File: src/rtl/serial_display_pkg.sv
// Shared constants for the 7-segment serial display receiver.
package serial_display_pkg;

    localparam int FRAME_BITS = 48;

    localparam logic [6:0] SEG_0     = 7'h3F;
    localparam logic [6:0] SEG_1     = 7'h06;
    localparam logic [6:0] SEG_2     = 7'h5B;
    localparam logic [6:0] SEG_3     = 7'h4F;
    localparam logic [6:0] SEG_4     = 7'h66;
    localparam logic [6:0] SEG_5     = 7'h6D;
    localparam logic [6:0] SEG_6     = 7'h7D;
    localparam logic [6:0] SEG_7     = 7'h07;
    localparam logic [6:0] SEG_8     = 7'h7F;
    localparam logic [6:0] SEG_9     = 7'h6F;
    localparam logic [6:0] SEG_BLANK = 7'h00;

    localparam logic [3:0] DIGIT_BLANK = 4'hF;
    localparam logic [3:0] DIGIT_ERR   = 4'hE;

    typedef enum logic [1:0] {
        ST_IDLE,
        ST_SHIFT,
        ST_COMMIT,
        ST_ERROR
    } rx_state_e;

endpackage

File: src/rtl/serial_display_rx_seg7_to_bcd.sv
// Combinational segment pattern {g..a} to BCD digit; blank is legal, anything else flags invalid.
module seg7_to_bcd
    import serial_display_pkg::*;
(
    input  logic [6:0] seg_i,
    output logic       valid_o,
    output logic [3:0] digit_o
);

    always_comb begin
        valid_o = 1'b1;
        digit_o = DIGIT_ERR;
        case (seg_i)
            SEG_0:     digit_o = 4'd0;
            SEG_1:     digit_o = 4'd1;
            SEG_2:     digit_o = 4'd2;
            SEG_3:     digit_o = 4'd3;
            SEG_4:     digit_o = 4'd4;
            SEG_5:     digit_o = 4'd5;
            SEG_6:     digit_o = 4'd6;
            SEG_7:     digit_o = 4'd7;
            SEG_8:     digit_o = 4'd8;
            SEG_9:     digit_o = 4'd9;
            SEG_BLANK: digit_o = DIGIT_BLANK;
            default: begin
                valid_o = 1'b0;
                digit_o = DIGIT_ERR;
            end
        endcase
    end

endmodule

File: src/rtl/serial_display_rx.sv
// Oversampling receiver for the 3-wire display shift bus: deserializes a frame,
// commits it on the latch edge and decodes each segment byte to BCD.
//
// state   | meaning
// IDLE    | no bits received since the last commit/error
// SHIFT   | collecting bits, waiting for the latch edge
// COMMIT  | register frame and decoded digits, pulse o_frame_stb
// ERROR   | latch with wrong bit count, pulse o_frame_err, outputs held
module serial_display_rx
    import serial_display_pkg::*;
#(
    parameter int NUM_DIGITS     = 6,
    parameter int BITS_PER_DIGIT = 8,
    parameter int SYNC_STAGES    = 2
) (
    input  logic                                 i_clk,
    input  logic                                 i_reset_n,
    input  logic                                 i_en,
    input  logic                                 i_serial_data,
    input  logic                                 i_serial_clk,
    input  logic                                 i_serial_latch,
    output logic [NUM_DIGITS*BITS_PER_DIGIT-1:0] o_frame,
    output logic                                 o_frame_stb,
    output logic                                 o_frame_err,
    output logic [3:0]                           o_hours_msb,
    output logic [3:0]                           o_hours_lsb,
    output logic [3:0]                           o_minutes_msb,
    output logic [3:0]                           o_minutes_lsb,
    output logic [3:0]                           o_seconds_msb,
    output logic [3:0]                           o_seconds_lsb,
    output logic [NUM_DIGITS-1:0]                o_dp,
    output logic                                 o_decode_err
);

    localparam int FW = NUM_DIGITS * BITS_PER_DIGIT;
    localparam int CW = $clog2(FW + 2);

    logic [SYNC_STAGES-1:0] data_sync_q;
    logic [SYNC_STAGES-1:0] clk_sync_q;
    logic [SYNC_STAGES-1:0] latch_sync_q;
    logic                   clk_prev_q;
    logic                   latch_prev_q;

    rx_state_e                    state_q;
    logic [FW-1:0]                shreg_q;
    logic [FW-1:0]                shreg_d;
    logic [CW-1:0]                cnt_q;
    logic [CW-1:0]                cnt_d;
    logic [FW-1:0]                frame_q;
    logic [NUM_DIGITS-1:0][3:0]   digits_q;
    logic [NUM_DIGITS-1:0]        dp_q;
    logic                         dec_err_q;
    logic                         stb_q;
    logic                         err_q;

    logic                         clk_rise;
    logic                         latch_rise;
    logic                         shift_en;
    logic [NUM_DIGITS-1:0][3:0]   dec_digit;
    logic [NUM_DIGITS-1:0]        dec_valid;
    logic [NUM_DIGITS-1:0]        dp_now;

    for (genvar i = 0; i < NUM_DIGITS; i++) begin : g_dec
        seg7_to_bcd u_dec (
            .seg_i   (shreg_q[i*BITS_PER_DIGIT +: 7]),
            .valid_o (dec_valid[i]),
            .digit_o (dec_digit[i])
        );
        assign dp_now[i] = shreg_q[i*BITS_PER_DIGIT + 7];
    end

    // Shift first, so a clock and latch seen in the same cycle count that bit.
    always_comb begin
        clk_rise   = clk_sync_q[SYNC_STAGES-1] & ~clk_prev_q;
        latch_rise = latch_sync_q[SYNC_STAGES-1] & ~latch_prev_q;
        shift_en   = clk_rise & i_en;
        shreg_d    = shreg_q;
        cnt_d      = cnt_q;
        if (shift_en) begin
            shreg_d = {shreg_q[FW-2:0], data_sync_q[SYNC_STAGES-1]};
            if (cnt_q != CW'(FW + 1)) begin
                cnt_d = cnt_q + CW'(1);
            end
        end
    end

    always_ff @(posedge i_clk) begin
        if (!i_reset_n) begin
            data_sync_q  <= '0;
            clk_sync_q   <= '0;
            latch_sync_q <= '0;
            clk_prev_q   <= 1'b0;
            latch_prev_q <= 1'b0;
            state_q      <= ST_IDLE;
            shreg_q      <= '0;
            cnt_q        <= '0;
            frame_q      <= '0;
            digits_q     <= '0;
            dp_q         <= '0;
            dec_err_q    <= 1'b0;
            stb_q        <= 1'b0;
            err_q        <= 1'b0;
        end else begin
            data_sync_q  <= {data_sync_q[SYNC_STAGES-2:0], i_serial_data};
            clk_sync_q   <= {clk_sync_q[SYNC_STAGES-2:0], i_serial_clk};
            latch_sync_q <= {latch_sync_q[SYNC_STAGES-2:0], i_serial_latch};
            clk_prev_q   <= clk_sync_q[SYNC_STAGES-1];
            latch_prev_q <= latch_sync_q[SYNC_STAGES-1];
            stb_q        <= 1'b0;
            err_q        <= 1'b0;

            if (!i_en) begin
                state_q <= ST_IDLE;
                cnt_q   <= '0;
            end else begin
                case (state_q)
                    ST_IDLE, ST_SHIFT: begin
                        shreg_q <= shreg_d;
                        cnt_q   <= cnt_d;
                        if (latch_rise) begin
                            state_q <= (cnt_d == CW'(FW)) ? ST_COMMIT : ST_ERROR;
                        end else if (shift_en) begin
                            state_q <= ST_SHIFT;
                        end
                    end
                    ST_COMMIT: begin
                        frame_q   <= shreg_q;
                        digits_q  <= dec_digit;
                        dp_q      <= dp_now;
                        dec_err_q <= ~&dec_valid;
                        stb_q     <= 1'b1;
                        shreg_q   <= shreg_d;
                        cnt_q     <= shift_en ? CW'(1) : '0;
                        state_q   <= shift_en ? ST_SHIFT : ST_IDLE;
                    end
                    ST_ERROR: begin
                        err_q   <= 1'b1;
                        shreg_q <= shreg_d;
                        cnt_q   <= shift_en ? CW'(1) : '0;
                        state_q <= shift_en ? ST_SHIFT : ST_IDLE;
                    end
                    default: begin
                        state_q <= ST_IDLE;
                        cnt_q   <= '0;
                    end
                endcase
            end
        end
    end

    assign o_frame       = frame_q;
    assign o_frame_stb   = stb_q;
    assign o_frame_err   = err_q;
    assign o_hours_msb   = digits_q[5];
    assign o_hours_lsb   = digits_q[4];
    assign o_minutes_msb = digits_q[3];
    assign o_minutes_lsb = digits_q[2];
    assign o_seconds_msb = digits_q[1];
    assign o_seconds_lsb = digits_q[0];
    assign o_dp          = dp_q;
    assign o_decode_err  = dec_err_q;

endmodule
File: config.mk
export PLATFORM = sky130hd
export DESIGN_NAME = serial_display_rx
export DESIGN_NICKNAME = d
export VERILOG_FILES = /design/src/rtl/serial_display_pkg.sv /design/src/rtl/serial_display_rx_seg7_to_bcd.sv /design/src/rtl/serial_display_rx.sv
export SDC_FILE = /design/constraint.sdc
export NUM_CORES = 1
export LEC_CHECK = 0
export ABC_AREA = 1
export ABC_CLOCK_PERIOD_IN_PS = 2300
export CORE_MARGIN = 5
export CORE_UTILIZATION = 44
export CTS_BUF_LIST = sky130_fd_sc_hd__clkbuf_8
export DETAILED_ROUTE_END_ITERATION = 16
export GPL_TIMING_DRIVEN = 0
export HOLD_SLACK_MARGIN = 0.02
export PLACE_DENSITY = 0.77
export REMOVE_ABC_BUFFERS = 1
export SLEW_MARGIN = 5
export SYNTH_ARGS = -nofsm -noshare
export SYNTH_HDL_FRONTEND = slang
export SYNTH_HIERARCHICAL = 1
export SYNTH_SLANG_ARGS = --single-unit
File: constraint.sdc
create_clock -name i_clk -period 2.3 [get_ports i_clk]
set_clock_uncertainty 0.1 [all_clocks]
set_input_delay 0.575 -clock i_clk [delete_from_list [all_inputs] [get_ports i_clk]]
set_output_delay 0.575 -clock i_clk [all_outputs]
set_load 0.1 [all_outputs]
[After elaboration in Yosys (flattened, before gate mapping)]
Index checks and enable logic that the tools add are counted.
Operators by class
  reduce and logical (&&, ||, !) cells: 21
  equality and inequality tests: 67
  multipliers: 0
  add/subtract/negate cells: 1
  $lt $le $gt $ge: 0
  bitwise operators: 5
  shift operators: 0
  muxes and demuxes: 25
  divide/modulo/power cells: 0
Operator list (number)
  7-bit equality test, second input constant: 42
  4-bit one-hot mux with 11 select lines: 6
  48-bit two-way mux: 2
  7-bit by 3-bit equality test with 1-bit output, second input constant: 12
  11-bit OR reduction: 6
  7-bit by 6-bit equality test with 1-bit output, second input constant: 6
  7-bit logical NOT: 6
  6-bit two-way mux: 2
  6-bit one-hot mux with 2 select lines: 1
  1-bit two-way mux: 11
  6-bit by 1-bit adder with 6-bit output, second input constant: 1
  6-bit equality test, second input constant: 1
  6-bit inequality test, second input constant: 1
  2-bit AND reduction: 3
  6-bit AND reduction: 1
  2-bit equality test, second input constant: 2
  2-bit two-way mux: 2
  2-bit one-hot mux with 2 select lines: 1
  2-bit OR reduction: 2
  4-bit OR reduction: 1
  1-bit AND: 3
  3-bit inequality test, second input constant: 1
  2-bit by 1-bit equality test with 1-bit output, second input constant: 1
  2-bit logical NOT: 1
  other kinds (3): 4
Word-level totals
  output and inout port bits: 81
  RAM bits: 0
  memory bits (read-only): 0
  input bits: 6
  logic and storage cells: 138
  flip-flop bits (word level): 145
  memories kept: 0
  latch bits: 0

[Longest topological paths before layout]
Gate-level depths: netlist of run 1.
  depth after elaboration: 8
  gate-level depth with buffers: 11
  mapped depth without buffers: 11

[Modules after synthesis]
The synthesis of run 1 kept the hierarchy.
By module, submodules not included
  serial_display_rx: times used 1, cells an instance 645, area each 4929.7 um^2
  seg7_to_bcd: times used 6, cells an instance 60, area each 309.0 um^2

[Worst setup path before layout of run 1]
OpenSTA, ideal clock, no wires.
  kind: register to output
  start point: reg frame_q[15] (netlist: o_frame[15])
  end point: out o_frame[15]
  slack: 0.256 ns
  data required time: 1.625 ns
  buffers on the path: 1
  stages on the path, launching flop included: 2
  arrival: 1.369 ns
  cell sequence: dfxtp_1 buf_4
RTL lines
  start, declared: RTL line serial_display_rx.sv:49  | logic [FW-1:0] frame_q;
  start signal, assigned: RTL line serial_display_rx.sv:127  | frame_q <= shreg_q;
  end, declared: RTL line serial_display_rx.sv:22  | output logic [NUM_DIGITS*BITS_PER_DIGIT-1:0] o_frame,
No word-level cell between the ends.

[Worst setup path after layout of run 1]
  start point: in i_en
  end point: reg shreg_q[3]
Between the ends
  cells in the longest elaborated chain, start to end: 3
RTL lines
  start, declared: RTL line serial_display_rx.sv:18  | input logic i_en,
  1-bit AND: RTL line serial_display_rx.sv:76  | shift_en = clk_rise & i_en;
  2-bit by 1-bit inequality test with 1-bit output (no source line)
  2-bit AND reduction (no source line) (*)
  end signal, assigned: RTL line serial_display_rx.sv:118  | shreg_q <= shreg_d;
  end signal, assigned: RTL line serial_display_rx.sv:132  | shreg_q <= shreg_d;
  end signal, assigned: RTL line serial_display_rx.sv:138  | shreg_q <= shreg_d;
  end, declared: RTL line serial_display_rx.sv:45  | logic [FW-1:0] shreg_q;
Every way passes the cells marked *; elsewhere a longest branch is shown, timed or not.
A chain may end at the register's enable or synchronous reset.

==> results.yml, run 1 <==
run_status:
  status: "finished, final reports clean"
global_route:
  globalRouteOverflowTotal: 0
  track_usage: 0.180
  grt_max_degree: 85
  grt_pass1_wl_um: 26600
  grt_pass1_vias: 5802
  antenna_found_initial: 0
yosys:
  syn_inst: 1005
  avgSynthCellArea_um2: 6.75
  synth_seq_cells: 139
  synth-seq-area-share: 0.410
  syn-cell-area_um2: 6780
  synth.distinct_cells: 20
  yosysWarnings: 6
setup_path:
  crit_path_max_fanout: 14
  crit_path_end_kind: "flip-flop"
  worstPathRequired_ns: 2.60
  cp-start-kind: "primary input"
  cp.arrival_ns: 2.41
  path_class: "primary input to flip-flop"
power_and_ir_drop:
  ir_worst_vdd_mv: 0.473
  power_per_cell_area_nw_per_um2: 617
  leakagePower_nw: 3.68
timing:
  tightestPinTransition_ns: 0.888
  slew_viol_final: 0
  fin_ws_ns: 0.185
  slew_headroom: 0.407
  hold_violations: 0
  rsz0062_at_grt: "false"
  fmaxAchievable_mhz: 473
  min_period_ns: 2.12
  setup_viol: 0
  finalCritPeriodShare: 0.920
  fin_hold_ws_ns: 0.320
die:
  core_area_um2: 15100
  fp.dieW_um: 134
  die_area_um2: 18000
  ios: 87
  row_count: 45
  start_util: 0.448
  fp.dieH_um: 134
detailed_routing:
  routed_wl_um: 15600
  detail-route-antenna-nets: 0
  first_iter_violations: 343
  drt-vias-per-instance: 4.79
  drc: 0
  wl_per_cell_um: 12.2
  first_pass_iters: 4
  vias: 6117
clock_tree:
  ctsHtreeMaxLevel: 4
  cts_sinks: 139
  path_clk_slew_ns: 0.07
  cts_buffer_depth: 2
  clock_latency_ns: 0.46
  cts_tree: "built"
  ctsHoldBuffers: 0
  cts_inserted_buffers: 17
  root_buffer: "clkbuf_8"
layout:
  final_cell_mix: "nor2_1 (319), nand2_1 (145), dfxtp_1 (139), o21ai_0 (119), clkdlybuf4s15_2 (80)"
  layout-drive-gt1-share: 0.240
  num-nets-final: 1084
  syn_to_final_growth_pct: 22.8
  mostFrequentLayoutCell: "nor2_1"
  diodes: 0
placed_design:
  port_buffers: 86
  gp_congestion: 0.863
  dp_slack_ns: -0.909
  place_hpwl_um: 9650
job:
  drv_cap: 0
hold_path:
  hold_path.class: "flip-flop to flip-flop"
## final timing paths
kind	cells after the start	slack, ns	endpoint	startpoint
max	5	0.18	shreg_q[3]	i_en
min	2	0.32	data_sync_q[1]	data_sync_q[0]
max reg2reg	11	0.43	state_q[0]	clk_prev_q
min reg2reg	2	0.32	data_sync_q[1]	data_sync_q[0]
## routing by layer
layer / up-vias / routed length, µm / GRT usage
met5: - / 0 / 0
met4: 0 / 245 / 0.0617
met3: 23 / 706 / 0.0465
met2: 116 / 7340 / 0.306
met1: 2732 / 7270 / 0.221
li1: 3246 / - / -
## per-stage QoR
stage / instance area [µm²] / cells / total power [W] / TNS, ns / utilization
after floorplan: 6580 / 960 / 0.00297 / -111.07 / -
after global placement: 7670 / 1234 / 0.00311 / -485.48 / 0.507
after detailed placement: 7760 / 1237 / 0.00312 / -78.32 / 0.512
after CTS: 8310 / 1273 / 0.00520 / 0 / 0.548
after global routing: 8330 / 1276 / 0.00537 / 0 / 0.550
final: 8330 / 1276 / 0.00514 / 0 / 0.550
## layout make-up
type	instances	area (µm²)
Inverter	77	292
Tap cell	188	235
Clock buffer	19	262
Timing Repair Buffer	94	1070
Multi-Input combinational cell	747	3550
Fill cell	1425	6810
Sequential cell	139	2780
Clock inverter	12	146
## cells in the mapped netlist
| master | number | share of area |
|---|---|---|
| buf_4 | 7 | 0.0077 |
| nor3_1 | 1 | 0.00074 |
| dfxtp_1 | 139 | 0.41 |
| o21ai_1 | 5 | 0.0037 |
| nand4_1 | 3 | 0.0028 |
| clkbuf_1 | 28 | 0.015 |
| nand3_1 | 16 | 0.012 |
| inv_2 | 20 | 0.011 |
| nand2_2 | 60 | 0.055 |
| ha_1 | 2 | 0.0037 |
| nor2_4 | 19 | 0.032 |
| nor2_1 | 320 | 0.18 |
| buf_2 | 10 | 0.0074 |
| inv_1 | 57 | 0.032 |
| nand2_4 | 18 | 0.030 |
| nand3b_1 | 6 | 0.0066 |
| nor2_2 | 18 | 0.017 |
| a21oi_1 | 12 | 0.0089 |
| o21ai_0 | 119 | 0.088 |
| nand2_1 | 145 | 0.080 |
## report_power, final
group | leakage, nW | internal (W) | switching, W
Combinational | 2.35 | 0.000169 | 0.000383
Sequential | 1.13 | 0.00246 | 0.0000603
Clock | 0.204 | 0.00112 | 0.000957
## repair_timing
action	CTS	global route
setup endpoints to repair	159	2
setup buffers	2	3
pin swaps	2	1
gates resized for setup	244	2
gates cloned	3	0
## registers in the layout, summed over array words and instances, names as in the netlist
register	count
latch_sync_q	2
o_minutes_lsb	4
o_hours_msb	4
o_seconds_msb	4
data_sync_q	2
cnt_q	6
state_q	2
o_decode_err	1
shreg_q	48
o_seconds_lsb	4
latch_prev_q	1
clk_prev_q	1
o_minutes_msb	4
o_hours_lsb	4
o_frame_err	1
clk_sync_q	2
o_frame	48
o_frame_stb	1
## critical path, cell delays in order
cell             delay, ns
clkdlybuf4s50_1       0.60
nand2_1               0.26
nor2_2                0.77
nor2_1                0.09
nor2_1                0.12
## cells by family after synthesis
group                    count (synthesis)  synth area share
AO/OA/AOI/OAI                          136             0.100
adder cells (fa/ha/maj)                  2           0.00369
buffers and inverters                  122            0.0732
flip-flops                             139             0.410
AND/OR/NAND/NOR                        606             0.413
Note: power is estimated with default switching activity, not from simulation.
==> run 2, diff against run 1 <==
--- a/config.mk
+++ b/config.mk
@@ -10,6 +10,7 @@
 export CORE_MARGIN = 5
 export CORE_UTILIZATION = 44
 export CTS_BUF_LIST = sky130_fd_sc_hd__clkbuf_8
+export CTS_CLUSTER_SIZE = 8
 export DETAILED_ROUTE_END_ITERATION = 16
 export GPL_TIMING_DRIVEN = 0
 export HOLD_SLACK_MARGIN = 0.02
==> results of run 2 <==
Final layout, timing and power as in run 1 (identical DEF).
==> run 3, diff against run 2 <==
--- a/config.mk
+++ b/config.mk
@@ -7,6 +7,7 @@
 export LEC_CHECK = 0
 export ABC_AREA = 1
 export ABC_CLOCK_PERIOD_IN_PS = 2300
+export CAP_MARGIN = 40
 export CORE_MARGIN = 5
 export CORE_UTILIZATION = 44
 export CTS_BUF_LIST = sky130_fd_sc_hd__clkbuf_8
@@ -16,6 +17,7 @@
 export HOLD_SLACK_MARGIN = 0.02
 export PLACE_DENSITY = 0.77
 export REMOVE_ABC_BUFFERS = 1
+export SKIP_LAST_GASP = 1
 export SLEW_MARGIN = 5
 export SYNTH_ARGS = -nofsm -noshare
 export SYNTH_HDL_FRONTEND = slang
==> run 3 against run 2 <==
  * Worst setup slack got worse by 0.13 ns
  * Register-to-register slack barely moved
  * Global-route usage rose by 1.2 points
  * Sequential power barely moved
  * Hold slack barely moved
  * Combinational power rose by 12%
  * Via count rose by 7.3%
  * Non-clock buffer count rose by 70
  * Maximum frequency fell by 5.7%
  * Clock-buffer cell count rose by 2
  * Utilization rose by 8.5 points
  * Largest cell class unchanged
==> results.yml, run 3 (synthesis results as in run 1) <==
run_status:
  status: "finished, final reports clean"
clock_tree:
  cts_tree: "built"
  ctsHtreeMaxLevel: 4
  ctsHoldBuffers: 0
  cts_sinks: 139
  cts_buffer_depth: 2
  clock_latency_ns: 0.46
  cts_inserted_buffers: 17
  path_clk_slew_ns: 0.08
  root_buffer: "clkbuf_8"
setup_path:
  crit_path_end_kind: "output pin"
  crit_start: "o_frame[6]"
  reg2reg_depth: 9
  cp.arrival_ns: 1.57
  path_class: "flip-flop to output pin"
  crit_path_max_fanout: 2
  r2r_end: "state_q[0]"
  rr_startpoint: "clk_sync_q[1]"
  cp-start-kind: "flip-flop"
  cp-endpoint: "o_frame[6]"
  worstPathRequired_ns: 1.62
  r2r_slack_ns: 0.44
timing:
  rsz0062_at_grt: "true"
  tightestPinTransition_ns: 0.797
  slew_viol_final: 0
  finalCritPeriodShare: 0.975
  fin_ws_ns: 0.0564
  slew_headroom: 0.468
  fmaxAchievable_mhz: 446
  fin_hold_ws_ns: 0.320
  setup_viol: 0
  min_period_ns: 2.24
  hold_violations: 0
global_route:
  globalRouteOverflowTotal: 0
  antenna_found_initial: 0
  grt_pass1_wl_um: 28600
  track_usage: 0.192
  grt_max_degree: 85
  grt_pass1_vias: 6228
layout:
  syn_to_final_growth_pct: 41.7
  final_area_um2: 9620
  diodes: 0
  layout-drive-gt1-share: 0.219
  mostFrequentLayoutCell: "nor2_1"
  num-nets-final: 1153
  final_cell_mix: "nor2_1 (319), nand2_1 (145), dfxtp_1 (139), o21ai_0 (119), clkdlybuf4s50_1 (68)"
  fin_util: 0.635
detailed_routing:
  drt-vias-per-instance: 4.88
  drc: 0
  routed_wl_um: 17300
  detail-route-antenna-nets: 0
  vias: 6566
  wl_per_cell_um: 12.9
  first_pass_iters: 6
  first_iter_violations: 398
placed_design:
  placed_cell_area_um2: 9150
  dp_slack_ns: -0.845
  gp_congestion: 0.863
  port_buffers: 86
  place_hpwl_um: 11800
die:
  start_util: 0.448
  die_area_um2: 18000
  row_count: 45
  core_area_um2: 15100
  fp.dieW_um: 134
  ios: 87
  fp.dieH_um: 134
hold_path:
  hold_path.class: "flip-flop to flip-flop"
power_and_ir_drop:
  ir_worst_vdd_mv: 0.387
  power_per_cell_area_nw_per_um2: 555
  leakagePower_nw: 4.42
job:
  drv_cap: 0
## run 3: cell types whose count changed in the layout (fill, tap and decap cells not counted), moves of 2 or more
| cell | previous run | this run |
|---|---|---|
| dlymetal6s2s_1 | 0 | 7 |
| clkbuf_8 | 19 | 21 |
| inv_1 | 57 | 62 |
| buf_16 | 2 | 13 |
| buf_4 | 6 | 2 |
| clkinv_2 | 5 | 1 |
| buf_12 | 1 | 17 |
| clkdlybuf4s50_1 | 4 | 68 |
| clkinvlp_4 | 3 | 1 |
| buf_8 | 0 | 56 |
| clkdlybuf4s15_2 | 80 | 0 |
## run 3: area by class of cell
class                   instances  area (µm²)
well taps                     188         235
repair buffers                164        2330
clock inverters                11         151
clock buffers                  21         289
inverters                      77         289
multi-input cells             746        3540
flip-flops and latches        139        2780
fillers                      1227        5530
## run 3: worst max-delay path, cell delays in order (launching register included)
cell and delay [ns]:
dfxtp_1 0.35, clkdlybuf4s50_1 0.55, buf_8 0.22
## run 3: metrics by stage
| stage | TNS [ns] | total power (W) | cells |
|---|---|---|---|
| after floorplan | -111.07 | 0.00297 | 960 |
| after global placement | -485.48 | 0.00311 | 1234 |
| after detailed placement | -54.35 | 0.00319 | 1320 |
| after CTS | 0 | 0.00539 | 1353 |
| after global routing | -0.0674 | 0.00555 | 1346 |
| final | 0 | 0.00533 | 1346 |
## run 3: report_power, final
part | total [W] | internal (W) | switching, W
clock | 0.00219 | 0.00128 | 0.000916
sequential | 0.00252 | 0.00246 | 0.0000626
combinational | 0.000621 | 0.000223 | 0.000397
## run 3: worst min-delay path by stage
stage | startpoint | endpoint | slack, ns | cells past startpoint
after floorplan | clk_sync_q[0] | clk_sync_q[1] | 0.29 | 2
after global placement | clk_sync_q[0] | clk_sync_q[1] | 0.29 | 2
after detailed placement | latch_sync_q[0] | latch_sync_q[1] | 0.31 | 2
after CTS | latch_sync_q[0] | latch_sync_q[1] | 0.33 | 2
after global routing | latch_sync_q[0] | latch_sync_q[1] | 0.34 | 2
final | latch_sync_q[0] | latch_sync_q[1] | 0.32 | 2
## run 3: routing by layer
| layer | GRT usage | wire length (µm) | up-vias |
|---|---|---|---|
| met4 | 0.0549 | 211 | 0 |
| met1 | 0.230 | 7550 | 3030 |
| met5 | 0 | 0 | - |
| met3 | 0.0488 | 643 | 19 |
| li1 | - | - | 3385 |
| met2 | 0.340 | 8900 | 132 |
## run 3: timing repair
| action | CTS | global route |
|---|---|---|
| pin swaps | 1 | 1 |
| resized for setup | 3 | 21 |
| cloned | 1 | 1 |
| setup buffers | 1 | 0 |
| endpoints found under the setup margin | 74 | 19 |
